## config.mk

```make
export PLATFORM = sky130hd
export DESIGN_NAME = motor_duty_ramp
export DESIGN_NICKNAME = d
export VERILOG_FILES = /design/src/rtl/motor_ctrl_pkg.sv /design/src/rtl/ramp_tick_gen.sv /design/src/rtl/motor_duty_ramp.sv
export SDC_FILE = /design/constraint.sdc
export NUM_CORES = 1
export LEC_CHECK = 0
export BUFFER_PORTS_ARGS = -buffer_cell sky130_fd_sc_hd__buf_2
export CAP_MARGIN = 25
export CELL_PAD_IN_SITES_DETAIL_PLACEMENT = 1
export CELL_PAD_IN_SITES_GLOBAL_PLACEMENT = 1
export CORE_ASPECT_RATIO = 0.7
export CORE_MARGIN = 2
export CORE_UTILIZATION = 50
export CTS_CLUSTER_DIAMETER = 50
export DETAILED_ROUTE_END_ITERATION = 12
export GPL_TIMING_DRIVEN = 0
export PLACE_DENSITY = 0.87
export SYNTH_ARGS = -nofsm -noshare
export SYNTH_HDL_FRONTEND = slang
export SYNTH_HIERARCHICAL = 1
export SYNTH_SLANG_ARGS = --single-unit
```

## constraint.sdc

```tcl
create_clock -name clk -period 9.73 [get_ports clk]
set_input_delay 1.4595 -clock clk [delete_from_list [all_inputs] [get_ports clk]]
set_output_delay 1.4595 -clock clk [all_outputs]
set_load 0.02 [all_outputs]
```

## src/rtl/motor_ctrl_pkg.sv

```systemverilog
// Shared motor-control definitions: ramp state encoding, duty width, default ceiling,
// and the saturating setpoint helpers used by the duty ramp.
package motor_ctrl_pkg;

  localparam int DUTY_W       = 8;
  localparam int DUTY_MAX_DEF = 100;

  typedef enum logic [1:0] {
    ST_IDLE    = 2'd0,
    ST_HOLD    = 2'd1,
    ST_RAMP    = 2'd2,
    ST_REVERSE = 2'd3
  } ramp_state_e;

  // Sum is formed in 9 bits so a setpoint near 255 cannot wrap before the clamp.
  function automatic logic [DUTY_W-1:0] sp_inc(input logic [DUTY_W-1:0] sp,
                                               input int step, input int max);
    logic [DUTY_W:0] s;
    s = {1'b0, sp} + (DUTY_W+1)'(step);
    return (s > (DUTY_W+1)'(max)) ? DUTY_W'(max) : s[DUTY_W-1:0];
  endfunction

  function automatic logic [DUTY_W-1:0] sp_dec(input logic [DUTY_W-1:0] sp,
                                               input int step);
    return (sp >= DUTY_W'(step)) ? sp - DUTY_W'(step) : '0;
  endfunction

endpackage

```

## src/rtl/ramp_tick_gen.sv

```systemverilog
// Free-running prescaler; tick_o pulses for one cycle every TICK_DIV clocks.
// clr_i restarts the count synchronously (used only by the emergency-stop build).
module ramp_tick_gen #(
  parameter int TICK_DIV = 2_000_000
) (
  input  logic clk,
  input  logic rstp,
  input  logic clr_i,
  output logic tick_o
);

  localparam int CW = (TICK_DIV > 1) ? $clog2(TICK_DIV) : 1;

  logic [CW-1:0] cnt_q, cnt_d;

  assign tick_o = (cnt_q == CW'(TICK_DIV-1));

  always_comb begin
    cnt_d = cnt_q + CW'(1);
    if (clr_i || tick_o) cnt_d = '0;
  end

  always_ff @(posedge clk or posedge rstp) begin
    if (rstp) cnt_q <= '0;
    else      cnt_q <= cnt_d;
  end

endmodule

```

## src/rtl/motor_duty_ramp.sv

```systemverilog
// Slew-limited PWM duty controller with saturating setpoint and ramp-through-zero reversal.
// Optional MOTOR_RAMP_ESTOP_EN: stop pulse forces duty/setpoint/prescaler to zero at once.
module motor_duty_ramp
  import motor_ctrl_pkg::*;
#(
  parameter int TICK_DIV = 2_000_000,
  parameter int STEP     = 5,
  parameter int DUTY_MAX = DUTY_MAX_DEF
) (
  input  logic              clk,
  input  logic              rstp,
  input  logic              btn_up_pe,
  input  logic              btn_dn_pe,
  input  logic              btn_dir_pe,
  input  logic              btn_stop_pe,
  output logic [DUTY_W-1:0] duty,
  output logic [DUTY_W-1:0] setpoint,
  output logic              dir,
  output logic              busy
);

  ramp_state_e       state_q, state_d;
  logic [DUTY_W-1:0] duty_q, duty_d, sp_q, sp_d;
  logic              dir_q, dir_d, busy_q, busy_d;
  logic              tick, tick_clr;
  logic [DUTY_W-1:0] sp_adj, duty_ramp;

  ramp_tick_gen #(.TICK_DIV(TICK_DIV)) u_tick (
    .clk    (clk),
    .rstp   (rstp),
    .clr_i  (tick_clr),
    .tick_o (tick)
  );

  // Resting state is implied by where duty lands relative to the setpoint.
  function automatic ramp_state_e settle(input logic [DUTY_W-1:0] d,
                                         input logic [DUTY_W-1:0] s);
    if (d != s)     return ST_RAMP;
    else if (d == 0) return ST_IDLE;
    else            return ST_HOLD;
  endfunction

  always_comb begin
    sp_adj = sp_q;
    if (btn_up_pe && !btn_dn_pe)      sp_adj = sp_inc(sp_q, STEP, DUTY_MAX);
    else if (btn_dn_pe && !btn_up_pe) sp_adj = sp_dec(sp_q, STEP);

    duty_ramp = duty_q;
    if (state_q == ST_RAMP && tick)
      duty_ramp = (duty_q > sp_q) ? duty_q - DUTY_W'(1) : duty_q + DUTY_W'(1);
  end

  always_comb begin
    state_d  = state_q;
    duty_d   = duty_q;
    sp_d     = sp_q;
    dir_d    = dir_q;
    tick_clr = 1'b0;

    if (state_q == ST_REVERSE) begin
      if (tick) duty_d = duty_q - DUTY_W'(1);
      if (btn_stop_pe) begin
        sp_d    = '0;
        state_d = settle(duty_d, '0);
      end else begin
        sp_d = sp_adj;
        if (duty_d == 0) begin
          dir_d   = ~dir_q;
          state_d = settle(duty_d, sp_adj);
        end
      end
    end else if (btn_stop_pe) begin
      duty_d  = duty_ramp;
      sp_d    = '0;
      state_d = settle(duty_ramp, '0);
    end else if (btn_dir_pe) begin
      // Duty is held on the accept cycle; reversal starts on the next tick.
      if (duty_q == 0) begin
        dir_d   = ~dir_q;
        state_d = settle(duty_q, sp_q);
      end else begin
        state_d = ST_REVERSE;
      end
    end else begin
      duty_d  = duty_ramp;
      sp_d    = sp_adj;
      state_d = settle(duty_ramp, sp_adj);
    end

`ifdef MOTOR_RAMP_ESTOP_EN
    if (btn_stop_pe) begin
      duty_d   = '0;
      sp_d     = '0;
      dir_d    = dir_q;
      state_d  = ST_IDLE;
      tick_clr = 1'b1;
    end
`endif

    busy_d = (state_d == ST_RAMP) || (state_d == ST_REVERSE);
  end

  always_ff @(posedge clk or posedge rstp) begin
    if (rstp) begin
      state_q <= ST_IDLE;
      duty_q  <= '0;
      sp_q    <= '0;
      dir_q   <= 1'b0;
      busy_q  <= 1'b0;
    end else begin
      state_q <= state_d;
      duty_q  <= duty_d;
      sp_q    <= sp_d;
      dir_q   <= dir_d;
      busy_q  <= busy_d;
    end
  end

  assign duty     = duty_q;
  assign setpoint = sp_q;
  assign dir      = dir_q;
  assign busy     = busy_q;

endmodule

```

==> results of run 1 <==
## stage by stage
stage / instances / instance area, sq um
after floorplan: 461 / 3607
after global placement: 577 / 3835
after detailed placement: 577 / 3835
after CTS: 585 / 3923
after global routing: 585 / 3923
final: 585 / 3923
## area by class of cell
type	count	area (sq um)	area share (%)
timing repair buffer	22	110.1	2.807
clock buffer	6	72.57	1.850
buffer	22	101.3	2.584
inverter	25	93.84	2.392
multi-input combinational	373	2386	60.83
tap	94	117.6	2.998
sequential	41	1026	26.16
clock inverter	2	15.01	0.3828
## cells in the mapped netlist, types with 4 or more instances
library cell,number
a211oi_1,9
nor2_1,49
buf_2,9
a21oi_1,29
or4_1,6
xnor2_1,30
xor2_1,16
clkbuf_1,12
dfrtp_1,41
nand4_1,12
o31ai_1,10
nor4_1,4
nand3_1,24
ha_1,15
nor3_1,19
inv_1,25
or3_1,8
and2_1,5
o21ai_0,23
a31oi_1,6
nand2_1,41
o22ai_1,5
## power by group
group          internal [W]  total [W]  switching (W)
Combinational     0.0000769   0.000228       0.000151
Sequential         0.000180   0.000200      0.0000198
Clock             0.0000507   0.000118      0.0000673
## logic make-up after synthesis
family / count (synthesis) / synth area share, %
compound gates: 111 / 20.79
xor+xnor: 46 / 11.19
fa+ha+maj: 15 / 5.214
buf+inv: 47 / 5.422
flops: 41 / 28.50
mux: 5 / 1.460
other cells: 1 / 0.1042
simple gates: 193 / 27.32
## sequential cells by signal (all words and copies together), names as in the netlist
name / cells
state_q: 2
duty: 8
u_tick/cnt_q: 21
busy: 1
setpoint: 8
dir: 1
## path summary, 6_finish.rpt
| kind | from | endpoint | slack, ps | cells past startpoint |
|---|---|---|---|---|
| setup / recovery | u_tick/cnt_q[0] | state_q[0] | 4580 | 14 |
| hold / removal | dir | dir | 490 | 1 |
| setup reg to reg | u_tick/cnt_q[0] | state_q[0] | 4580 | 14 |
| hold reg to reg | dir | dir | 490 | 1 |
| max in group asynchronous | rstp | setpoint[3] | 7850 | 2 |
| min in group asynchronous | rstp | u_tick/cnt_q[6] | 1330 | 2 |
## per-layer routing
metal  wire [microns]  GRT usage (%)  share of wire, %
met5                0              0                 0
met1             5998          50.30                48
met4               96          6.222              0.78
met2             5026          44.52                41
met3             1261          7.186                10
## worst reg2reg max path: stages (launching register included)
cell,delay [ps]
dfrtp_1,420
ha_1,280
nand4_4,160
or4b_4,580
nor4_1,750
nand2_1,150
or2_0,240
buf_2,170
or4_1,530
o31ai_1,110
xnor2_1,270
xor2_1,220
or4_1,450
or4b_1,510
a211oi_2,210
==> results.md, run 1 <==
- Post-cts resize count: 0
- Pre-CTS setup slack: 4693 ps
- Initial DRC count: 389
- Setup TNS: 0 ps
- Clock Root Buffer: clkbuf_8
- Post-Syn Area: 0.003600 sq mm
- WP buf/inv: 1
- Most used flip-flop cell after synthesis: dfrtp_1
- Critical Path RT: 9950 ps
- Synth top area share: 28.50%
- Std cell rows: 25
- CP peak stage delay: 740 ps
- CP delay by family, top: simple AND/OR/NAND/NOR gates
- WS Path Type: reg2reg
- Fill cells: 883
- Bufs on Longest Clock Path: 2
- Global route total overflow: 0
- Cells taking the most area after synthesis: dfrtp_1 29%, xnor2_1 7.3%, ha_1 5.2%
- Startpoint Class: flip-flop
- Antenna diodes: 0
- Worst path arrival time: 5370 ps
- WL final: 12,380 microns
- Worst Skew: 6.036 ps
- Post-route ant nets: 0
- Post-synth EDFFs: 0
- Fmax: 0.1942 GHz
- Max cap viols: 0
- IO Pins: 24
- Synth unique cells: 60
- Worst setup margin: 4581 ps
- Synth warn: 6
- Die X-Extent: 105.4 microns
- Htree depth: 2
- GPL Wtd Cong: 0.9431
- DIE HEIGHT: 74.99 microns
- Critical-path maximum fanout: 7
- Slowest stage cell, crit path: nor4_1
- Initial Util: 52.55%
- Clock sinks: 41
- Antenna violations before repair: 0
- Core area: 0.006850 sq mm
- Total GRT Usage: 32.00%
- Synthesized flop and latch total: 41
- CTS tree: done
- Pwr Density: 139.2 mW/mm^2
- Max VDD drop: 0.06452 mV
- Largest net degree at the start of global routing: 22
- Vias in the first global route: 3,515
- Post-synth top area cell: dfrtp_1
- DRT Pass-1 Iters: 5
- Hpwl dp: 9424 microns
- Commonest non-fill, non-tap cell in the layout: nor2_1
- Fraction of layout cells with a size suffix above 1: 10.79%
- Global-route wire length before repair: 19,360 microns
- PortBufs: 22
- Clock transition at path regs: 90 ps
- Sequential fraction of the synthesis area: 28.50%
- Worst Hold Slack: 486.4 ps
- Vias: 3,755
- Tmin final: 5149 ps
- Setup-failing EPs final: 0
- Ys async rst share: 100.0%
- Max_slew headroom: 39.95%
- Average footprint of a synthesized cell: 7.842 sq um
- Critical Path, Cell by Cell: ha_1 -> nand4_4 -> or4b_4 -> nor4_1 -> nand2_1 -> or2_0 -> buf_2 -> or4_1 -> o31ai_1 -> xnor2_1 -> xor2_1 -> or4_1 -> or4b_1 -> a211oi_2
- Tcrit/Tclk final: 52.92%
- Num CTS Buffers: 5
- Most frequent cell on the critical path: or4_1
- Most frequent cells in the layout: 49 x nor2_1, 41 x nand2_1, 41 x dfrtp_1
- Clk Latency, worst-skew pair: 300 ps
- DRC viols: 0
- Gate Count Post-Synth: 459
- Hold Vio Cnt, Final: 0
- Vias per std cell: 6.419
- Min-delay worst type: reg2reg
- Nets@finish: 511
- Final Max Tran Viols: 0
- Total Power: 0.0005460 W
- Post-CTS Setup Repair Bufs: 0
- CTS Hold Bufs: 0
- Slew @ Worst Pin: 893.0 ps
- RSZ-0062 raised after global routing: false
- Die area: 0.007905 sq mm
- Crit. End Element: flip-flop
- Final core occ: 57.26%
- Routed WL per cell: 21.17 microns
- Area Growth Syn to Fin: 8.968%
- Status: completed
- Pleak: 1.514 nW
Power figures use the tool's default switching activity.
==> inputs of run 2 (changes only) <==
- CORE_UTILIZATION: 50 -> 42
- PLACE_DENSITY: 0.87 -> 0.78
- clock period: 9.73 -> 4.2 ns (I/O delays scaled with it)
==> run 2 against run 1 <==
  * The flow now finishes with violations (negative setup slack)
  * Design area is 9.1% higher
  * Sequential share of layout area is 2.2 points lower
  * Via count is 0.96% higher
  * Global-route usage is 4.8 points lower
  * Die area is 18% higher
  * Cell count is 5.8% higher
  * Core utilization is 6.1 points lower
  * Clock power grew to 3.4 times the previous value
  * Maximum frequency is 22% higher
  * First-iteration DRC count is 40% lower
  * Non-clock buffer count is 23 higher
  * Critical path type unchanged
  * Highest routed layer unchanged
==> results.md, run 2 (synthesized netlist as in run 1, its figures left out) <==
- Status: finished, violations left
- Failing checks: negative setup slack
- Vias in the first global route: 3,784 (+7.7%)
- CTS tree: done
- Commonest non-fill, non-tap cell in the layout: nor2_1
- Layout Cells excl Fill: 619 (+5.8%)
- Tmin final: 4228 ps (-921.4 ps)
- Hold Vio Cnt, Final: 0 (unchanged)
- Most flops, register: u_tick/cnt_q
- Clock transition at path regs: 70 ps (-20 ps)
- Antenna diodes: 0 (unchanged)
- Setup TNS: -28.07 ps (-28.07 ps)
- Pleak: 1.707 nW (+13%)
- Max_slew headroom: 37.64% (-2.3 points)
- Worst path arrival time: 4430 ps (-940 ps)
- RSZ-0062 raised after global routing: true
- Total GRT Usage: 27.19% (-4.8 points)
- Final Max Tran Viols: 0 (unchanged)
- Cell Area, Placed: 0.003864 sq mm (+0.75%)
- Initial DRC count: 233 (-40%)
- Critical Path RT: 4400 ps (-5550 ps)
- Vias per std cell: 6.124 (-4.6%)
- Antenna violations before repair: 0 (unchanged)
- Worst setup margin: -28.07 ps (-4609 ps)
- Most frequent cells in the layout: 47 x nor2_1, 41 x nand2_1, 41 x dfrtp_1
- Max cap viols: 0 (unchanged)
- CTS Hold Bufs: 0 (unchanged)
- Worst Skew: 7.104 ps (+1.068 ps)
- Fraction of layout cells with a size suffix above 1: 17.70% (+6.9 points)
- Total Power: 0.001420 W (+160%)
- Global-route wire length before repair: 19,670 microns (+1.6%)
- Num CTS Buffers: 5 (unchanged)
- Setup-failing EPs final: 1 (+1)
- Pwr Density: 331.7 mW/mm^2 (+140%)
- Max reg flops: 21 (unchanged)
- Nets@finish: 534 (+4.5%)
- Critical-path maximum fanout: 7 (unchanged)
- DIE HEIGHT: 81.46 microns (+8.6%)
- Crit. End Element: flip-flop
- PortBufs: 22 (unchanged)
- Min-delay worst type: in2async
- Clock Root Buffer: clkbuf_16
- Cells after DPL: 588 (+1.9%)
- Routed WL per cell: 20.11 microns (-5.0%)
- Bufs on Longest Clock Path: 2 (unchanged)
- Htree depth: 2 (unchanged)
- Std cell rows: 28 (+12%)
- Fill cells: 1,030 (+17%)
- Initial Util: 42.99% (-9.6 points)
- Startpoint Class: flip-flop
- Clock sinks: 41 (unchanged)
- Core area: 0.008373 sq mm (+22%)
- Global route total overflow: 0 (unchanged)
- IO Pins: 24 (unchanged)
- Max VDD drop: 0.1652 mV (+160%)
- WS Path Type: reg2reg
- Die area: 0.009339 sq mm (+18%)
- Tcrit/Tclk final: 100.7% (+48 points)
- Fmax: 0.2365 GHz (+22%)
- Post-layout instance area: 0.004280 sq mm (+9.1%)
- WL final: 12,450 microns (+0.55%)
- Clk Latency, worst-skew pair: 290 ps (about the same)
- Worst Hold Slack: 507.7 ps (+21.30 ps)
- DRT Pass-1 Iters: 5 (unchanged)
- Die X-Extent: 114.7 microns (+8.8%)
- Largest net degree at the start of global routing: 22 (unchanged)
- Hpwl dp: 8928 microns (-5.3%)
- Slew @ Worst Pin: 927.5 ps (+34.48 ps)
- GPL Wtd Cong: 0.9131 (-3.2%)
- Post-route ant nets: 0 (unchanged)
- Area Growth Syn to Fin: 18.91%
- DRC viols: 0 (unchanged)
- Vias: 3,791 (+0.96%)
-- run 2: final timing paths --
kind	from	to	slack, ps	cells after the start
max	u_tick/cnt_q[0]	state_q[0]	-30	14
max in group asynchronous	rstp	setpoint[0]	3130	2
min reg2reg	u_tick/cnt_q[19]	u_tick/cnt_q[19]	570	2
max reg2reg	u_tick/cnt_q[0]	state_q[0]	-30	14
min	rstp	u_tick/cnt_q[5]	510	2
min in group clk	u_tick/cnt_q[19]	u_tick/cnt_q[19]	570	2
-- run 2: stage by stage --
step	worst slack, ps	utilization [%]
after floorplan	70.34	-
after global placement	-397.4	46.14
after detailed placement	-494.5	46.14
after CTS	1.680	49.73
after global routing	-200.7	51.12
final	-28.07	51.12
-- run 2: repair_timing --
item	4_1_cts	5_1_grt
pin swaps	7	13
endpoints found under the hold margin	0	0
endpoints found under the setup margin	3	4
resized for setup	7	14
buffers inserted	17	6
-- run 2: cell type report --
class                   count  area (sq um)  share of cell area, %
plain buffers              22         108.9                  2.543
clock buffers               5         125.1                  2.923
clock inverters             3         21.27                 0.4969
inverters                  25         93.84                  2.192
multi-input cells         373          2491                  58.20
flip-flops and latches     41          1026                  23.97
well taps                 105         131.4                  3.069
repair buffers             45         282.8                  6.606
-- run 2: critical path, cell delays in order (launching register included) --
cell and delay (ps):
dfrtp_1 400, ha_4 170, nand4_4 110, or4b_4 560
nor4_4 260, nand2_1 100, or2_1 270, buf_6 150
or4_4 420, o31ai_4 90, xnor2_2 140, xor2_1 180
or4_4 520, or4b_4 560, a211oi_2 200
-- run 2: report_power, final --
group          switching [W]  internal [W]  leakage [nW]  total [W]
Sequential         0.0000441      0.000418         0.540   0.000462
Combinational       0.000359      0.000198          1.10   0.000557
Clock               0.000179      0.000222        0.0702   0.000401
-- run 2: metal layers --
layer | global-route usage [%] | wire (microns) | up-vias
met3 | 3.469 | 702 | 23
met4 | 6.707 | 149 | 0
met2 | 46.45 | 5910 | 127
met5 | 0 | 0 | -
li1 | - | - | 1764
met1 | 36.96 | 5688 | 1877
==> inputs of run 3 (changes only) <==
- CORE_UTILIZATION: 42 -> 46
- PLACE_DENSITY: 0.78 -> 0.81
- clock period: 4.2 -> 4.1 ns (I/O delays scaled with it)
==> run 3 against run 2 <==
  * The flow now finishes without violations
  * Cell count is 2.4% lower
  * Combinational power is 1% higher
  * First-iteration DRC count is 20% lower
  * Register-to-register slack better by 130 ps
  * Critical path depth is 1 higher
  * Sequential power is 3% higher
  * Core utilization is 4.8 points higher
  * Count of clock-buffer cells in the layout stayed put
  * Global-route usage is 3.3 points higher
  * Flip-flop and latch count stayed put
  * Total power is 1.4% lower
  * Worst setup slack better by 130 ps
  * Largest cell class unchanged
  * Largest power group unchanged
==> results.md, run 3 (synthesized netlist as in run 1, its figures left out) <==
- Hold Vio Cnt, Final: 0 (unchanged)
- Clk Latency, worst-skew pair: 330 ps (+40 ps)
- Antenna diodes: 0 (unchanged)
- CTS Hold Bufs: 0 (unchanged)
- Num CTS Buffers: 5 (unchanged)
- Setup-failing EPs final: 0 (-1)
- Htree depth: 2 (unchanged)
- Tcrit/Tclk final: 97.49% (-3.2 points)
- Pwr Density: 336.4 mW/mm^2 (+1.4%)
- Clock transition at path regs: 90 ps (+20 ps)
- Antenna violations before repair: 0 (unchanged)
- Clock sinks: 41 (unchanged)
- Final Max Tran Viols: 0 (unchanged)
- DIE HEIGHT: 78.01 microns (-4.2%)
- Pleak: 1.622 nW (-5.0%)
- Initial DRC count: 187 (-20%)
- IO Pins: 24 (unchanged)
- Critical-path maximum fanout: 10 (+3)
- Core area: 0.007450 sq mm (-11%)
- Vias in the first global route: 3,744 (-1.1%)
- CTS tree: done
- RSZ-0062 raised after global routing: false
- Nets@finish: 526 (-1.5%)
- Most flops, register: u_tick/cnt_q
- Std cell rows: 26 (-7.1%)
- Crit. End Element: flip-flop
- Startpoint Class: flip-flop
- Initial Util: 48.32% (+5.3 points)
- Fmax: 0.2502 GHz (+5.8%)
- Tmin final: 3997 ps (-231.0 ps)
- Status: completed
- Global route total overflow: 0 (unchanged)
- Bufs on Longest Clock Path: 2 (unchanged)
- Max reg flops: 21 (unchanged)
- Routed WL per cell: 20.56 microns (+2.2%)
- Max_slew headroom: 39.46% (+1.8 points)
- Die area: 0.008560 sq mm (-8.3%)
- Post-route ant nets: 0 (unchanged)
- Commonest non-fill, non-tap cell in the layout: nor2_1
- Most frequent cells in the layout: 46 x nor2_1, 41 x nand2_1, 40 x dfrtp_1
- Vias per std cell: 6.228 (+1.7%)
- WS Path Type: reg2reg
- Slew @ Worst Pin: 907.0 ps (-20.48 ps)
- Max cap viols: 0 (unchanged)
- Min-delay worst type: in2async
- Die X-Extent: 109.7 microns (-4.3%)
- Critical Path RT: 4290 ps (-110 ps)
- WL final: 12,420 microns (-0.23%)
- DRT Pass-1 Iters: 4 (-1)
- Worst Skew: 19.36 ps (+12.26 ps)
- Global-route wire length before repair: 19,910 microns (+1.3%)
- Total Power: 0.001401 W (-1.4%)
- Hpwl dp: 8974 microns (+0.52%)
- Clock Root Buffer: clkbuf_8
- Largest net degree at the start of global routing: 22 (unchanged)
- Worst path arrival time: 4190 ps (-240 ps)
- Area Growth Syn to Fin: 15.64%
- Max VDD drop: 0.1677 mV (+1.5%)
- PortBufs: 22 (unchanged)
- Worst Hold Slack: 469.4 ps (-38.31 ps)
- DRC viols: 0 (unchanged)
- Vias: 3,762 (-0.76%)
- GPL Wtd Cong: 0.9497 (+4.0%)
- Total GRT Usage: 30.53% (+3.3 points)
- Fraction of layout cells with a size suffix above 1: 16.60% (-1.1 points)
==> run 3: cell count changes in the layout (fill, tap and decap cells not counted), sizes merged <==
cell    previous run  this run
inv               26        25
buf               55        47
bufinv             0         1
==> run 3: routing by layer <==
metal	routed length, microns	track usage [%]
met1	5875	42.70
met2	5568	47.22
met3	773	6.478
met4	205	9.241
met5	0	0
==> run 3: path summary, 6_finish.rpt <==
| path | startpoint | endpoint | slack (ps) | depth (start not counted) |
|---|---|---|---|---|
| setup / recovery | setpoint[2] | busy | 100 | 15 |
| hold / removal | rstp | u_tick/cnt_q[5] | 470 | 2 |
| setup reg to reg | setpoint[2] | busy | 100 | 15 |
| hold reg to reg | dir | dir | 530 | 1 |
| max in group asynchronous | rstp | setpoint[0] | 3000 | 2 |
| min in group clk | dir | dir | 530 | 1 |
==> run 3: critical path: stages (launching register included) <==
cell and delay [ps]:
dfrtp_1 550, buf_2 290, inv_1 150, ha_1 320, nand4_1 170, nor2_2 260, a211oi_2 110, or4_4 550
o31ai_4 80, xnor2_2 190, buf_4 170, buf_4 120, nand3_1 70, or4_1 450, a21oi_1 250, a22oi_1 130
==> run 3: what timing repair did <==
| action | CTS | global route |
|---|---|---|
| resized for setup | 10 | 7 |
| endpoints found under the hold margin | 0 | 0 |
| pin swaps | 12 | 9 |
| setup endpoints to repair | 3 | 3 |
| setup buffers | 13 | 2 |
==> run 3: where the power goes <==
part,total (W),leakage [nW],switching [W],internal (W)
combinational,0.000565,1.03,0.000361,0.000204
clock,0.000362,0.0543,0.000179,0.000183
sequential,0.000474,0.539,0.0000456,0.000428
==> run 3: cell type report <==
class	count	area [sq um]
clock inverter	3	46.29
clock buffer	5	68.82
timing repair buffer	37	222.7
multi-input combinational	373	2476
sequential	41	1027
inverter	25	93.84
tap	98	122.6
fill	940	3287
buffer	22	105.1
==> run 3: per-stage QoR <==
step                      setup TNS (ps)  area (sq um)  setup WS (ps)  utilization (%)  cells
after CTS                         -11.84          4119         -11.84            55.29    602
final                                  0          4163          102.9            55.88    604
after global placement            -513.8          3857         -318.5            51.78    581
after floorplan                        0          3625          69.59                -    461
after detailed placement          -847.0          3857         -413.6            51.78    581
after global routing                   0          4163          11.96            55.88    604
